**src/rtl/m_4to8_loader_pkg.sv**
```systemverilog
// Shared constants for the 4-to-8 merge front-end loader: state codes,
// load pulse codes and the fill counter width helper.
package m_4to8_loader_pkg;

   localparam logic [2:0] FILL_A = 3'd0;
   localparam logic [2:0] LOAD_A = 3'd1;
   localparam logic [2:0] FILL_B = 3'd2;
   localparam logic [2:0] LOAD_B = 3'd3;
   localparam logic [2:0] WAIT   = 3'd4;
   localparam logic [2:0] DONE   = 3'd5;

   localparam logic [1:0] LOAD_A_CODE = 2'b01;
   localparam logic [1:0] LOAD_B_CODE = 2'b10;

   // Fill counter width; a single-key half still needs one bit.
   function automatic int cnt_w(input int n);
      return (n > 1) ? $clog2(n) : 1;
   endfunction

endpackage

```
**src/rtl/m_4to8_loader_sorted_insert.sv**
```systemverilog
// Combinational insertion of one key into the ascending prefix (first cnt
// slots) of a packed N-key half; equal keys keep arrival order.
module m_4to8_loader_sorted_insert
   import m_4to8_loader_pkg::*;
#(
   parameter int WIDTH = 8,
   parameter int N     = 4
) (
   input  logic [N*WIDTH-1:0]    half,
   input  logic [cnt_w(N)-1:0]   cnt,
   input  logic [WIDTH-1:0]      key,
   output logic [N*WIDTH-1:0]    half_ins
);

   localparam int CW = cnt_w(N);

   // stay[k]: slot k is a valid entry not greater than the key, so it keeps its place.
   logic [N-1:0] stay;

   genvar gi;
   generate
      for (gi = 0; gi < N; gi++) begin : g_slot
         localparam logic [CW-1:0] IDX = CW'(gi);
         assign stay[gi] = (IDX < cnt) && (half[gi*WIDTH +: WIDTH] <= key);
         if (gi == 0) begin : g_first
            assign half_ins[gi*WIDTH +: WIDTH] = stay[gi] ? half[gi*WIDTH +: WIDTH] : key;
         end else begin : g_rest
            assign half_ins[gi*WIDTH +: WIDTH] =
               stay[gi]   ? half[gi*WIDTH +: WIDTH] :
               stay[gi-1] ? key :
                            half[(gi-1)*WIDTH +: WIDTH];
         end
      end
   endgenerate

endmodule

```
**src/rtl/m_4to8_loader.sv**
```systemverilog
// Loader for the 4-to-8 merger: sorts two N-key halves from a serial stream,
// pulses load[0]/load[1], then flags merged_valid after the merger latency.
module m_4to8_loader
   import m_4to8_loader_pkg::*;
#(
   parameter int WIDTH     = 8,
   parameter int N         = 4,
   parameter int MERGE_LAT = 1
) (
   input  logic                 clk,
   input  logic                 rst,
   input  logic [WIDTH-1:0]     in_data,
   input  logic                 in_valid,
   output logic                 in_ready,
   output logic [1:0]           load,
   output logic [2*N*WIDTH-1:0] inba,
   output logic                 merged_valid
);

   localparam int CW = cnt_w(N);

   logic [2:0]         state_reg, state_next;
   logic [CW-1:0]      cnt_reg, cnt_next;
   logic [3:0]         wait_reg, wait_next;
   logic [N*WIDTH-1:0] a_reg, a_next;
   logic [N*WIDTH-1:0] b_reg, b_next;
   logic [1:0]         load_reg, load_next;
   logic               mv_reg, mv_next;

   logic [N*WIDTH-1:0] half_sel;
   logic [N*WIDTH-1:0] half_ins;
   logic               accept;

   assign in_ready     = (state_reg == FILL_A) || (state_reg == FILL_B);
   assign accept       = in_valid && in_ready;
   assign half_sel     = (state_reg == FILL_B) ? b_reg : a_reg;
   assign inba         = {b_reg, a_reg};
   assign load         = load_reg;
   assign merged_valid = mv_reg;

   m_4to8_loader_sorted_insert #(
      .WIDTH (WIDTH),
      .N     (N)
   ) u_insert (
      .half     (half_sel),
      .cnt      (cnt_reg),
      .key      (in_data),
      .half_ins (half_ins)
   );

   // Pulses are set on the transition edge so they line up with the LOAD/DONE cycle.
   always_comb begin
      state_next = state_reg;
      cnt_next   = cnt_reg;
      wait_next  = wait_reg;
      a_next     = a_reg;
      b_next     = b_reg;
      load_next  = 2'b00;
      mv_next    = 1'b0;
      case (state_reg)
         FILL_A, FILL_B: begin
            if (accept) begin
               if (state_reg == FILL_A) a_next = half_ins;
               else                     b_next = half_ins;
               if (cnt_reg == CW'(N - 1)) begin
                  cnt_next = '0;
                  if (state_reg == FILL_A) begin
                     state_next = LOAD_A;
                     load_next  = LOAD_A_CODE;
                  end else begin
                     state_next = LOAD_B;
                     load_next  = LOAD_B_CODE;
                  end
               end else begin
                  cnt_next = cnt_reg + 1'b1;
               end
            end
         end
         LOAD_A: state_next = FILL_B;
         LOAD_B: begin
            wait_next  = 4'd0;
            state_next = WAIT;
         end
         WAIT: begin
            wait_next = wait_reg + 4'd1;
            if (wait_reg == 4'(MERGE_LAT - 1)) begin
               state_next = DONE;
               mv_next    = 1'b1;
            end
         end
         DONE:    state_next = FILL_A;
         default: state_next = FILL_A;
      endcase
   end

   always_ff @(posedge clk or negedge rst) begin
      if (!rst) begin
         state_reg <= FILL_A;
         cnt_reg   <= '0;
         wait_reg  <= 4'd0;
         a_reg     <= '0;
         b_reg     <= '0;
         load_reg  <= 2'b00;
         mv_reg    <= 1'b0;
      end else begin
         state_reg <= state_next;
         cnt_reg   <= cnt_next;
         wait_reg  <= wait_next;
         a_reg     <= a_next;
         b_reg     <= b_next;
         load_reg  <= load_next;
         mv_reg    <= mv_next;
      end
   end

endmodule

```
**config.mk**
```make
export PLATFORM = sky130hd
export DESIGN_NAME = m_4to8_loader
export DESIGN_NICKNAME = d
export VERILOG_FILES = /design/src/rtl/m_4to8_loader_pkg.sv /design/src/rtl/m_4to8_loader_sorted_insert.sv /design/src/rtl/m_4to8_loader.sv
export SDC_FILE = /design/constraint.sdc
export NUM_CORES = 1
export LEC_CHECK = 0
export CORE_AREA = 5 5 114 116
export DETAILED_ROUTE_END_ITERATION = 10
export DIE_AREA = 0 0 119 121
export GPL_TIMING_DRIVEN = 0
export PLACE_DENSITY = 0.67
export SYNTH_ARGS = -nofsm -noshare
export SYNTH_HDL_FRONTEND = slang
export SYNTH_SLANG_ARGS = --single-unit
```
**constraint.sdc**
```tcl
create_clock -name clk -period 4.3 [get_ports clk]
set_clock_uncertainty 0.2 [all_clocks]
set_input_delay 0.645 -clock clk [delete_from_list [all_inputs] [get_ports clk]]
set_output_delay 0.645 -clock clk [all_outputs]
set_load 0.03 [all_outputs]
```
Word-level counts from Yosys, hierarchy flattened

Index checks and enable logic that the tools add are counted.

Bits in registers: 76
Output and inout bits: 68
Logic and storage cells: 61

Add/subtract/negate cells: 2
Magnitude comparators: 8
Equal/unequal tests: 8
Mux-type cells: 21
Bitwise gates (word level): 1
Reductions and logical operators: 14

Operators by type and width:

| kind                                               | number |
|---|---|
| two-way mux 8 bit                                  | 7 |
| less-or-equal comparator 8 bit                     | 4 |
| two-way mux 32 bit                                 | 1 |
| two-way mux 2 bit                                  | 6 |
| one-hot mux 3 bit (4 select lines)                 | 1 |
| two-way mux 3 bit                                  | 3 |
| AND reduction 3 bit                                | 3 |
| one-hot mux 4 bit (2 select lines)                 | 1 |
| == test 3 x 2 -> 1 bit (second input constant)     | 2 |
| inequality test 2 bit (second input constant)      | 3 |
| logical AND 1 bit                                  | 5 |
| adder 4 x 1 -> 4 bit (second input constant)       | 1 |
| zero test 4 bit                                    | 1 |
| < comparator 1 x 2 -> 1 bit (first input constant) | 2 |
| < comparator 2 bit (first input constant)          | 2 |
| == test 3 x 1 -> 1 bit (second input constant)     | 1 |
| == test 3 bit (second input constant)              | 1 |
| zero test 3 bit                                    | 1 |
| adder 2 x 1 -> 2 bit (second input constant)       | 1 |
| == test 2 bit (second input constant)              | 1 |
| two-way mux 1 bit                                  | 2 |
| AND reduction 2 bit                                | 1 |
| nonzero test 2 bit                                 | 1 |
| OR reduction 2 bit                                 | 1 |
| 2 further kinds                                    | 2 |

Longest topological paths before layout

Depth after elaboration: 6
Gate-level depth with buffers: 12

Cells and area by module

A second synthesis with hierarchy kept.

Cell total of the unflattened synthesis: 366
Area total of the unflattened synthesis: 4543.1 um^2

Modules (own cells, without submodules):

| module                      | instances | cells an instance | area an instance (um^2) |
|---|---|---|---|
| m_4to8_loader               | 1         | 226               | 3359.5 |
| m_4to8_loader_sorted_insert | 1         | 140               | 1183.6 |

Worst setup path before layout

Ideal clock, no wire load.

Kind: register -> register
Start point: register state_reg[0]
End point: register a_reg[24]
Setup time: 137 ps
Arrival: 2880 ps
Data required time: 3963 ps
Slack: 1083 ps
Cell stages (with the launch flop): 13
Period minus slack after synthesis: 3217 ps
Cell sequence: dfrtp_1 > nor3b_2 > buf_4 > buf_2 > mux2_2 > ha_1 > nor2b_1 > o211ai_1 > a21oi_1 > o31ai_4 > buf_6 > mux2i_1 > a21oi_1

Word-level cells in the longest chain between the ends: 6

RTL lines:

| item                           | line                                                          | source |
|---|---|---|
| start: declaration             | m_4to8_loader.sv:22                                           | `logic [2:0] state_reg, state_next;` |
| start signal: assignment       | m_4to8_loader.sv:106                                          | `state_reg <= state_next;` |
| == test 3 x 2 -> 1 bit         | m_4to8_loader.sv:34, m_4to8_loader.sv:36, m_4to8_loader.sv:60 |  |
| two-way mux 32 bit             | m_4to8_loader.sv:36                                           | `assign half_sel = (state_reg == FILL_B) ? b_reg : a_reg;` |
| less-or-equal comparator 8 bit | m_4to8_loader_sorted_insert.sv:24                             | `assign stay[gi] = (IDX < cnt) && (half[gi*WIDTH +: WIDTH] <= key);` |
| logical AND 1 bit              | m_4to8_loader_sorted_insert.sv:24                             |  |
| two-way mux 8 bit              | m_4to8_loader_sorted_insert.sv:30                             | `stay[gi-1] ? key :` |
| two-way mux 8 bit              | m_4to8_loader_sorted_insert.sv:29                             | `stay[gi] ? half[gi*WIDTH +: WIDTH] :` |
| end signal: assignment         | m_4to8_loader.sv:109                                          | `a_reg <= a_next;` |
| end: declaration               | m_4to8_loader.sv:25                                           | `logic [N*WIDTH-1:0] a_reg, a_next;` |

Several ways; a longest one is shown, not always the timed one.
A chain may end at the register's enable or synchronous reset.

Worst setup path in the final report

Start point: register state_reg[1]
End point: register b_reg[17]

Word-level cells in the longest chain between the ends: 6

RTL lines:

| item                           | line                                                          | source |
|---|---|---|
| == test 3 x 2 -> 1 bit         | m_4to8_loader.sv:34, m_4to8_loader.sv:36, m_4to8_loader.sv:60 |  |
| two-way mux 32 bit             | m_4to8_loader.sv:36                                           |  |
| less-or-equal comparator 8 bit | m_4to8_loader_sorted_insert.sv:24                             |  |
| logical AND 1 bit              | m_4to8_loader_sorted_insert.sv:24                             |  |
| two-way mux 8 bit              | m_4to8_loader_sorted_insert.sv:30                             |  |
| two-way mux 8 bit              | m_4to8_loader_sorted_insert.sv:29                             |  |
| end signal: assignment         | m_4to8_loader.sv:110                                          | `b_reg <= b_next;` |
| end: declaration               | m_4to8_loader.sv:26                                           | `logic [N*WIDTH-1:0] b_reg, b_next;` |

Several ways; a longest one is shown, not always the timed one.

==> key figures <==
Clock network
  • Clock sinks: 76
  • PostCTS Resize Cnt: 0
  • Clock root buffer: clkbuf_16
  • Worst skew pair latency: 0.33 ns
  • Num CTS Buffers: 9
  • # Post-CTS Setup Buffers: 0
  • CTS tree: yes
  • Post-cts hold buffer count: 0
  • Clk slew on worst S/H paths: 0.06 ns
  • CTS max path bufs: 2
  • CTS H-tree lvls: 3

Yosys
  • Dominant synthesized flop cell: dfrtp_1
  • Post-synth ARST share: 100%
  • Cell area after synthesis: 4150 sq um
  • Ys Warns: 0
  • Post-synthesis simple-gate area fraction: 11.6%
  • Synth Area in Compound Gates: 15.7%
  • Most instantiated cells after synthesis: dfrtp_1 (76), nand2_1 (43), o21ai_0 (42)
  • XOR/XNOR Fraction of Synth Area: 0.211%
  • Sequential area share after synthesis: 45.8%
  • Post-synth EDFFs: 0
  • Most area-consuming cells after synthesis: dfrtp_1 (46%), mux2_2 (8.7%), ha_1 (8.4%)
  • Mean Syn Cell Area: 10.4 sq um
  • Post-Synth Adder-Cell Area: 8.44%
  • Most common cell in the synthesized netlist: dfrtp_1
  • Mux share of post-synthesis cell area: 14.9%
  • Post-synth top area share: 45.8%
  • Yosys reg bits: 76
  • Largest family of logic cells by synthesized area: compound AO/OA/AOI/OAI gates
  • Synth Instances: 399
  • Syn_nets: 438
  • Leading area contributor after synthesis: dfrtp_1
  • Yosys cell types: 40

Die
  • DIE WIDTH: 119 um
  • Initial Util: 35.1%
  • Row count: 40
  • Core area: 11800 sq um
  • Die Ht: 121 um
  • Die area: 14400 sq um
  • Top Ports: 79

Finish
  • Final core occ: 46.4%
  • Post-layout nets: 528
  • Area of the multi-input gates: 2110 sq um
  • Sequential cell area: 1900 sq um
  • Area Growth Syn to Fin: 32.0%
  • Fillcell total: 1100
  • Share of cells above drive strength 1: 13.6%
  • Final Cell Area: 5480 sq um
  • Number of antenna diodes: 0

Drt
  • DRT iter0 DRCs: 171
  • DRC viols: 0
  • Post-DR vias/cell: 5.29
  • Detailed-route via count: 3386
  • Antenna Violating Nets Remaining: 0
  • Drt first pass iters: 4
  • WL final: 11300 um
  • Routed WL per cell: 17.6 um

Setup path
  • Crit path top cell by count: buf_2
  • Largest delay share family, worst path: compound AO/OA/AOI/OAI gates
  • Startpoint types: register
  • Largest stage delay on the critical path: 0.88 ns
  • Req. time, crit path: 4.30 ns
  • Buf+Inv Stages, Crit Path: 3
  • Arr. time, crit path: 4.01 ns
  • Slowest CP cell: o31ai_1
  • Worst-path fanout max: 10
  • CP Cell Sequence: nor3b_2, buf_4, buf_2, mux2_2, ha_1, nor2b_1, o211ai_1, a21oi_1, o31ai_1, buf_2, o21ai_0
  • WS Path Type: reg -> reg
  • Crit end category: register

Place
  • Final HPWL from detailed placement: 8580 um
  • Gp weighted congestion: 0.840
  • I/O Buffers: 78
  • Area after DPL: 5140 sq um
  • Post-Place Setup Slack: 0.312 ns

Power and ir drop
  • Peak supply drop: 0.271 mV
  • PD cells: 933 nW/um^2
  • Leakage Power: 0.00238 uW
  • Design Power: 5120 uW

Timing
  • Final hold violations: 0
  • Max-slew headroom: 28.4%
  • Pins Over Slew Limit: 0
  • Final setup viols: 0
  • Final TNS setup: 0 ns
  • Max frequency: 250 MHz
  • Tightest Pin Transition: 1.06 ns
  • Final setup margin: 0.293 ns
  • RSZ-0062 raised after global routing: false
  • Tcrit/Tclk final: 93.2%
  • Post-route minimum period: 4.01 ns

Min path
  • Hold Crit Class: in -> async

Global routing
  • Gr usage total: 16.1%
  • Vias in the first global route: 3578
  • Pin count of the biggest net entering global routing: 45
  • First-pass GRT wire length: 18500 um
  • Initial antenna violation count: 0
  • Gr ovfl total: 0

Run status
  • Status: finished clean

Job
  • Max_cap viols: 0
worst paths after layout:
path	slack, ns	startpoint	endpoint	cells past startpoint
setup / recovery	0.29	state_reg[1]	b_reg[17]	11
hold / removal	0.07	rst	b_reg[8]	1
setup reg to reg	0.29	state_reg[1]	b_reg[17]	11
hold reg to reg	0.28	b_reg[30]	b_reg[30]	2
max in group asynchronous	3.26	rst	a_reg[28]	2
min in group clk	0.28	b_reg[30]	b_reg[30]	2
cells by family after synthesis:
kind of cell / after synthesis
XOR/XNOR: 1
multiplexers: 58
AND/OR/NAND/NOR: 108
buffers and inverters: 29
adder cells (fa/ha/maj): 28
AO/OA/AOI/OAI: 99
flip-flops: 76
cell usage in the layout (no fill, tap or decap), drive strengths merged:
cell	n
o22ai	1
o21ai	43
o41ai	1
ha	28
a311oi	2
nand3	2
dfrtp	76
o41a	1
inv	16
mux2	32
mux2i	26
a21boi	1
and4	1
a211oi	4
a21oi	20
bufinv	3
nand2	45
o211ai	3
nor2b	4
xnor2	1
and3	2
o311ai	1
nand4	4
and4b	1
nand2b	3
buf	13
and2	3
clkbuf	13
nor3	4
clkinvlp	1
o31ai	21
nor2	38
a21o	1
nor3b	1
clkdlybuf4s50	77
stage by stage:
step	std cells	hold WS, ns
after floorplan	399	0.149
after global placement	624	0.269
after detailed placement	625	0.278
after CTS	640	0.0807
after global routing	640	0.0972
final	640	0.0689
worst reg2reg max path: cells and delay by family (launching register included):
kind / cells / cell delay [ns]
flip-flops: 1 / 0.46
multiplexers: 1 / 0.40
AND/OR/NAND/NOR: 2 / 0.33
AO/OA/AOI/OAI: 4 / 1.31
buffers and inverters: 3 / 0.90
adder cells (fa/ha/maj): 1 / 0.29
metal layers:
layer	up-vias	global-route usage [%]	share of wire (%)
met5	-	0	0
met1	1652	19.5	43
met4	0	5.00	2.4
li1	1630	-	-
met3	21	4.71	5.7
met2	83	27.4	49
power by group:
| group | internal, uW | total (uW) | leakage (uW) | switching, uW |
|---|---|---|---|---|
| sequential | 1030 | 1280 | 0.000951 | 250 |
| clock | 580 | 869 | 0.000162 | 289 |
| combinational | 1230 | 2960 | 0.00127 | 1730 |
| total | 2840 | 5120 | 0.00238 | 2270 |
layout make-up:
class | instances | area share (%)
Sequential cell | 76 | 34.7
Multi-Input combinational cell | 294 | 38.5
Buffer | 13 | 1.44
Tap cell | 147 | 3.36
Inverter | 16 | 1.10
Timing Repair Buffer | 79 | 14.7
Clock inverter | 4 | 1.78
Clock buffer | 11 | 4.43
No activity file was read; power rests on OpenSTA's default activity.
